### config.mk
export PLATFORM = sky130hd
export DESIGN_NAME = cnt_burst_arbiter
export DESIGN_NICKNAME = d
export VERILOG_FILES = /design/src/rtl/cnt_burst_arbiter.sv
export SDC_FILE = /design/constraint.sdc
export NUM_CORES = 1
export LEC_CHECK = 0
export ABC_CLOCK_PERIOD_IN_PS = 2300
export CORE_MARGIN = 5
export CORE_UTILIZATION = 35
export CTS_BUF_LIST = sky130_fd_sc_hd__clkbuf_4
export DETAILED_ROUTE_END_ITERATION = 8
export PLACE_DENSITY = 0.7
export SLEW_MARGIN = 20
export SYNTH_ARGS = -nofsm -noshare
export SYNTH_HDL_FRONTEND = slang
export SYNTH_SLANG_ARGS = --single-unit
export TNS_END_PERCENT = 30
### constraint.sdc
create_clock -name clk -period 2.3 [get_ports clk]
set_input_delay 0.69 -clock clk [delete_from_list [all_inputs] [get_ports clk]]
set_output_delay 0.69 -clock clk [all_outputs]
set_load 0.03 [all_outputs]
### src/rtl/cnt_burst_arbiter.sv
// Round-robin arbiter that lends one shared event counter to NREQ requesters,
// running a clear / N-pulse / capture / stop burst on behalf of each winner.
module cnt_burst_arbiter #(
  parameter int NREQ = 4,
  parameter int CW   = 8,
  parameter int GAP  = 1
) (
  input  logic              clk,
  input  logic              res,
  input  logic [NREQ-1:0]   req,
  input  logic [NREQ*CW-1:0] len,
  output logic [NREQ-1:0]   gnt,
  output logic [NREQ-1:0]   done,
  output logic [CW-1:0]     result,
  output logic              err,
  output logic              busy,
  output logic              cnt_res,
  output logic              cnt_stop,
  output logic              cnt_vin,
  input  logic [CW-1:0]     cnt_data
);

  localparam int IW = $clog2(NREQ);
  localparam int GW = (GAP > 1) ? $clog2(GAP) : 1;

  typedef enum logic [2:0] {
    IDLE,
    CLEAR,
    VIN_HI,
    VIN_LO,
    CAPTURE,
    STOP
  } state_t;

  state_t           state_q;
  logic [IW-1:0]    last_q;
  logic [CW-1:0]    rem_q;
  logic [CW-1:0]    exp_q;
  logic [GW-1:0]    gap_q;
  logic [NREQ-1:0]  gnt_q;
  logic [NREQ-1:0]  done_q;
  logic [CW-1:0]    result_q;
  logic             err_q;
  logic             busy_q;
  logic             cntRes_q;
  logic             cntStop_q;
  logic             cntVin_q;

  logic             winValid_d;
  logic [IW-1:0]    winIdx_d;
  logic [CW-1:0]    lenSel_d;
  int               idx;

  // Search last+1, last+2, ... so the nearest requester after the previous
  // winner takes priority; scanning downward lets the smallest offset win.
  always_comb begin
    winValid_d = 1'b0;
    winIdx_d   = '0;
    lenSel_d   = '0;
    idx        = 0;
    for (int k = NREQ; k >= 1; k--) begin
      idx = (int'(last_q) + k) % NREQ;
      if (req[IW'(idx)]) begin
        winValid_d = 1'b1;
        winIdx_d   = IW'(idx);
      end
    end
    for (int i = 0; i < NREQ; i++) begin
      if (IW'(i) == winIdx_d) lenSel_d = len[i*CW +: CW];
    end
  end

  // Each output register is loaded on the edge that enters the state in which
  // it must be visible, so every output is a clean flop.
  always_ff @(posedge clk) begin
    if (res) begin
      state_q   <= IDLE;
      last_q    <= IW'(NREQ - 1);
      rem_q     <= '0;
      exp_q     <= '0;
      gap_q     <= '0;
      gnt_q     <= '0;
      done_q    <= '0;
      result_q  <= '0;
      err_q     <= 1'b0;
      busy_q    <= 1'b0;
      cntRes_q  <= 1'b1;
      cntStop_q <= 1'b0;
      cntVin_q  <= 1'b0;
    end else begin
      case (state_q)
        IDLE: begin
          cntRes_q <= 1'b0;
          if (winValid_d) begin
            rem_q    <= lenSel_d;
            exp_q    <= lenSel_d;
            last_q   <= winIdx_d;
            gnt_q    <= NREQ'(1) << winIdx_d;
            busy_q   <= 1'b1;
            cntRes_q <= 1'b1;
            state_q  <= CLEAR;
          end
        end
        CLEAR: begin
          cntRes_q <= 1'b0;
          if (rem_q != '0) begin
            cntVin_q <= 1'b1;
            state_q  <= VIN_HI;
          end else begin
            state_q  <= CAPTURE;
          end
        end
        VIN_HI: begin
          cntVin_q <= 1'b0;
          if (rem_q != '0) rem_q <= rem_q - CW'(1);
          gap_q    <= GW'(GAP - 1);
          state_q  <= VIN_LO;
        end
        VIN_LO: begin
          if (gap_q != '0) begin
            gap_q <= gap_q - GW'(1);
          end else if (rem_q != '0) begin
            cntVin_q <= 1'b1;
            state_q  <= VIN_HI;
          end else begin
            state_q  <= CAPTURE;
          end
        end
        // Sample the counter before stop is raised, since stop clears it.
        CAPTURE: begin
          result_q  <= cnt_data;
          err_q     <= (cnt_data != exp_q);
          done_q    <= gnt_q;
          cntStop_q <= 1'b1;
          state_q   <= STOP;
        end
        STOP: begin
          gnt_q     <= '0;
          done_q    <= '0;
          err_q     <= 1'b0;
          busy_q    <= 1'b0;
          cntStop_q <= 1'b0;
          state_q   <= IDLE;
        end
        default: state_q <= IDLE;
      endcase
    end
  end

  assign gnt      = gnt_q;
  assign done     = done_q;
  assign result   = result_q;
  assign err      = err_q;
  assign busy     = busy_q;
  assign cnt_res  = cntRes_q;
  assign cnt_stop = cntStop_q;
  assign cnt_vin  = cntVin_q;

endmodule

After elaboration in Yosys (flattened, before gate mapping)

Index checks and enable logic that the tools add are counted.

$add $sub $neg: 6
Magnitude comparators: 4
Equality and inequality tests: 12
Shift operators: 1
Multiplexer cells: 45
Reduce and logical (&&, ||, !) cells: 14

Operator list:

| cell                  | number |
|---|---|
| $mux W8               | 6 |
| $mux W1               | 17 |
| $lt A2 B4 Y1 const B  | 4 |
| $pmux W4 S2           | 2 |
| $pmux W8 S2           | 1 |
| $pmux W3 S5           | 1 |
| $pmux W1 S2           | 5 |
| $reduce_bool A2 Y1    | 5 |
| $mux W3               | 3 |
| $bmux W1 S2           | 4 |
| $mux W2               | 4 |
| $ne A8 B8 Y1          | 1 |
| $reduce_and A2 Y1     | 4 |
| $reduce_bool A8 Y1    | 1 |
| $sub A8 B1 Y8 const B | 1 |
| $eq A3 B2 Y1 const B  | 2 |
| $eq A3 B3 Y1 const B  | 2 |
| $ne A2 B2 Y1 const B  | 3 |
| $add A2 B1 Y2 const B | 2 |
| $add A2 B2 Y2 const B | 2 |
| $eq A2 B2 Y1 const A  | 2 |
| $mux W4               | 1 |
| $shl A1 B2 Y4 const A | 1 |
| $eq A3 B1 Y1 const B  | 1 |
| 7 further kinds       | 7 |

Register bits: 43
Bits of input ports: 46
Output and inout bits: 21
Logic and storage cells: 95

Logic depth before layout (Yosys ltp)

Depth in word-level cells: 15
Mapped depth: 8
Gate-level depth less buffers: 7

Worst setup path after synthesis

No wires, ideal clock.

Kind: input to register
Start: input port req[1]
End: register rem_q[3]
Library setup time: 0.130 ns
Arrival time: 1.884 ns
Data required time: 2.170 ns
Path slack: 0.286 ns
Cell stages on the path: 7
Buffers on the path: 1
Cells stage by stage: nor4_1 -> or4_1 -> buf_2 -> nor2_1 -> nand2_1 -> o22a_1 -> o311ai_1

Word-level cells in the longest chain between the ends: 14
Elaborated cells on any way between the ends: 32
Classes of those cells: 4 x eq/ne; 26 x mux; 2 x reduce/logical

Ends and longest elaborated chain:

| element                                    | RTL line | RTL |
|---|---|---|
| start: declaration                         | 10       | `input logic [NREQ-1:0] req,` |
| $bmux W1 S2                                | 63       | `if (req[IW'(idx)]) begin` |
| $mux W1 (implied by the code) (2 in a row) | 63       |  |
| $mux W2 (4 in a row)                       | 63       |  |
| $logic_not A2 Y1                           | 69       | `if (IW'(i) == winIdx_d) lenSel_d = len[i*CW +: CW];` |
| $mux W8 (4 in a row)                       | 69       |  |
| $mux W8                                    | 94       | `if (winValid_d) begin` |
| $pmux W8 S2                                | 91       | `case (state_q)` |
| end signal: assignment                     | 95       | `rem_q <= lenSel_d;` |
| end signal: assignment                     | 115      | `if (rem_q != '0) rem_q <= rem_q - CW'(1);` |
| end: declaration                           | 37       | `logic [CW-1:0] rem_q;` |

Several ways; a longest one is shown, not always the timed one. The select of a mux whose other input is x is not followed.
A chain may end at the register's enable or synchronous reset.

Final worst setup path

Start: input port req[2]
End: register rem_q[6]

Same word-level chain as after synthesis.

==> flow_summary.ini <==
[flow_run]
maxCapViolations = 0

[logic_synthesis]
synth_seq_area_share = 0.393
syn_avg_cell_area_um2 = 8.40
netlist_area_um2 = 2140
synth_warnings = 0
synth_xor_area_frac = 0.0327
synth_cell_types = 44
synth_edf_count = 0
async_reset_ff_frac = 0
synthAdderAreaFrac = 0.0117
ys_ff_latch = 42
synth_cells = 255
yosys.area_share.simple = 0.215
synth_flop_cell = dfxtp_1
syn_nets = 303
synth_mux_area_frac = 0.0801
synth_compound_area_frac = 0.224
synth_top_family_by_area = compound AO/OA/AOI/OAI gates

[clock_network]
clock_path_buffers = 2
cts_tree = yes
clkLatencyLatePin_ns = 0.36
clk_pin_slew_ns = 0.12
tritoncts.num_buffers = 5
cts-htree-levels = 2
cts.root.buffer_cell = clkbuf_4
cts_setup_buffers = 0
cts_sinks = 42

[critical_path]
worstSetupEndpointType = flop
worstPathMaxFanout = 7
ff2ff_path_depth = 6
rrSetupSlack_ns = 0.22
cp-start-kind = input pin
cp.arrival_ns = 2.49
worstPathRequired_ns = 2.55
worst-setup-path-type = input pin to flop

[floorplan]
die_area_um2 = 7780
core_um2 = 5920
die_w_um = 88.2
ioPinCount = 67
rows = 28
start_util = 0.362
die_y_um = 88.2

[place]
dp.cells = 396
pre_cts_ws_ns = -0.308
placed_area_um2 = 2960
dp_hpwl_mm = 4.36
place.port_buffers = 66
gp_congestion = 0.868

[min_path]
hold_class = flop to flop
holdPathStages = 2

[global_routing]
grt_max_degree = 27
grt_usage = 0.151
antenna_found_initial = 0
grt_first_pass_wirelength_mm = 9.31
grt_pass1_vias = 1980
grt_overflow = 0

[timing]
period_share = 0.977
rsz0062_at_grt = yes
tightest_slew_ns = 0.582
hold_violations = 0
setup_viol = 0
slew_headroom = 0.610
clock_skew_ns = 0.0187
finalCriticalPeriod_ns = 2.25
fmax_mhz = 445
drv_slew = 0
setup_slack_ns = 0.0521

[layout]
antennaDiodeCount = 0
nets = 377
syn_to_final_growth_pct = 42.8
mostFrequentLayoutCells = clkdlybuf4s50_1 (63), dfxtp_1 (42), nand2_1 (28), a21oi_1 (25), nor2_1 (22)
mostFrequentLayoutCell = clkdlybuf4s50_1
drive_above_1_share = 0.0970
utilization = 0.516
stdcell_count = 405
fin_area_um2 = 3060

[power]
power_mw = 3.00
p_per_area_nw_per_um2 = 982
p_leak_nw = 1.20
ir_worst_vdd_mv = 0.403

[drt]
vias = 2100
postRouteWirelength_mm = 5.82
via_per_inst = 5.19
drt-pass1-iter-count = 4
wl_per_cell_um = 14.4
drtIter0Drc = 124
drc = 0
ant_nets = 0

[status]
outcome = finished, final reports clean
cell families after synthesis:
family,after synthesis
xor+xnor,8
compound gates,73
fa+ha+maj,2
simple gates,92
mux,17
buf+inv,21
flops,42
registers in the layout (all words and copies together), names as in the netlist:
signal / cells
gnt: 4
exp_q: 8
cnt_vin: 1
rem_q: 8
cnt_stop: 1
busy: 1
done: 4
last_q: 2
state_q: 3
err: 1
result: 8
cnt_res: 1
worst paths after layout:
path | from | to
worst max-delay path | req[2] | rem_q[6]
worst min-delay path | cnt_stop | cnt_stop
worst max register to register | rem_q[0] | rem_q[5]
worst min register to register | cnt_stop | cnt_stop
critical path, cell delays in order:
cell and delay (ns):
clkdlybuf4s50_1 0.48, buf_4 0.17, o311ai_4 0.42, clkbuf_16 0.26, mux2i_1 0.19, o22a_1 0.20, o21ai_1 0.08
metal layers:
| layer | share of wire | routed length (µm) | GRT usage | vias to the layer above |
|---|---|---|---|---|
| met3 | 0.095 | 551 | 0.0503 | 5 |
| met2 | 0.43 | 2530 | 0.222 | 74 |
| li1 | - | - | - | 1062 |
| met1 | 0.46 | 2690 | 0.209 | 959 |
| met5 | 0 | 0 | 0 | - |
| met4 | 0.0076 | 44 | 0.0481 | 0 |
through the flow:
| stage | hold WS, ns | setup TNS, ns |
|---|---|---|
| after global routing | 0.487 | 0 |
| after global placement | 0.446 | -4.30 |
| after floorplan | 0.434 | 0 |
| after detailed placement | 0.452 | -5.13 |
| final | 0.466 | 0 |
| after CTS | 0.473 | 0 |
synth_stat cells, drive strengths merged, types with 4 or more instances:
library cell | count | share of area
nor2 | 23 | 0.040
clkbuf | 10 | 0.018
dfxtp | 42 | 0.39
o311ai | 4 | 0.020
nand2 | 29 | 0.051
o22a | 7 | 0.029
mux2i | 16 | 0.075
nor3b | 5 | 0.018
xor2 | 8 | 0.033
inv | 6 | 0.011
nand3b | 5 | 0.018
o21ai | 21 | 0.049
nor4 | 5 | 0.015
buf | 5 | 0.016
a21oi | 25 | 0.058
nor3 | 7 | 0.016
nand2b | 5 | 0.015
power breakdown:
part           switching (mW)  total (mW)  internal (mW)
clock                   0.244       0.358          0.114
sequential              0.211        1.15          0.935
combinational           0.789        1.50          0.710
final cells by class:
type,instances,area (µm²)
tap,75,93.8
inverter,6,22.5
timing repair buffer,82,818
fill,586,2860
sequential,42,841
multi-input combinational,192,1230
clock buffer,5,37.5
clock inverter,3,16.3
repair_timing:
action | 4_1_cts | 5_1_grt
hold buffers | 0 | 0
resized for setup | 0 | 6
setup endpoints to repair | 0 | 7
(Power assumes the default switching activity.)
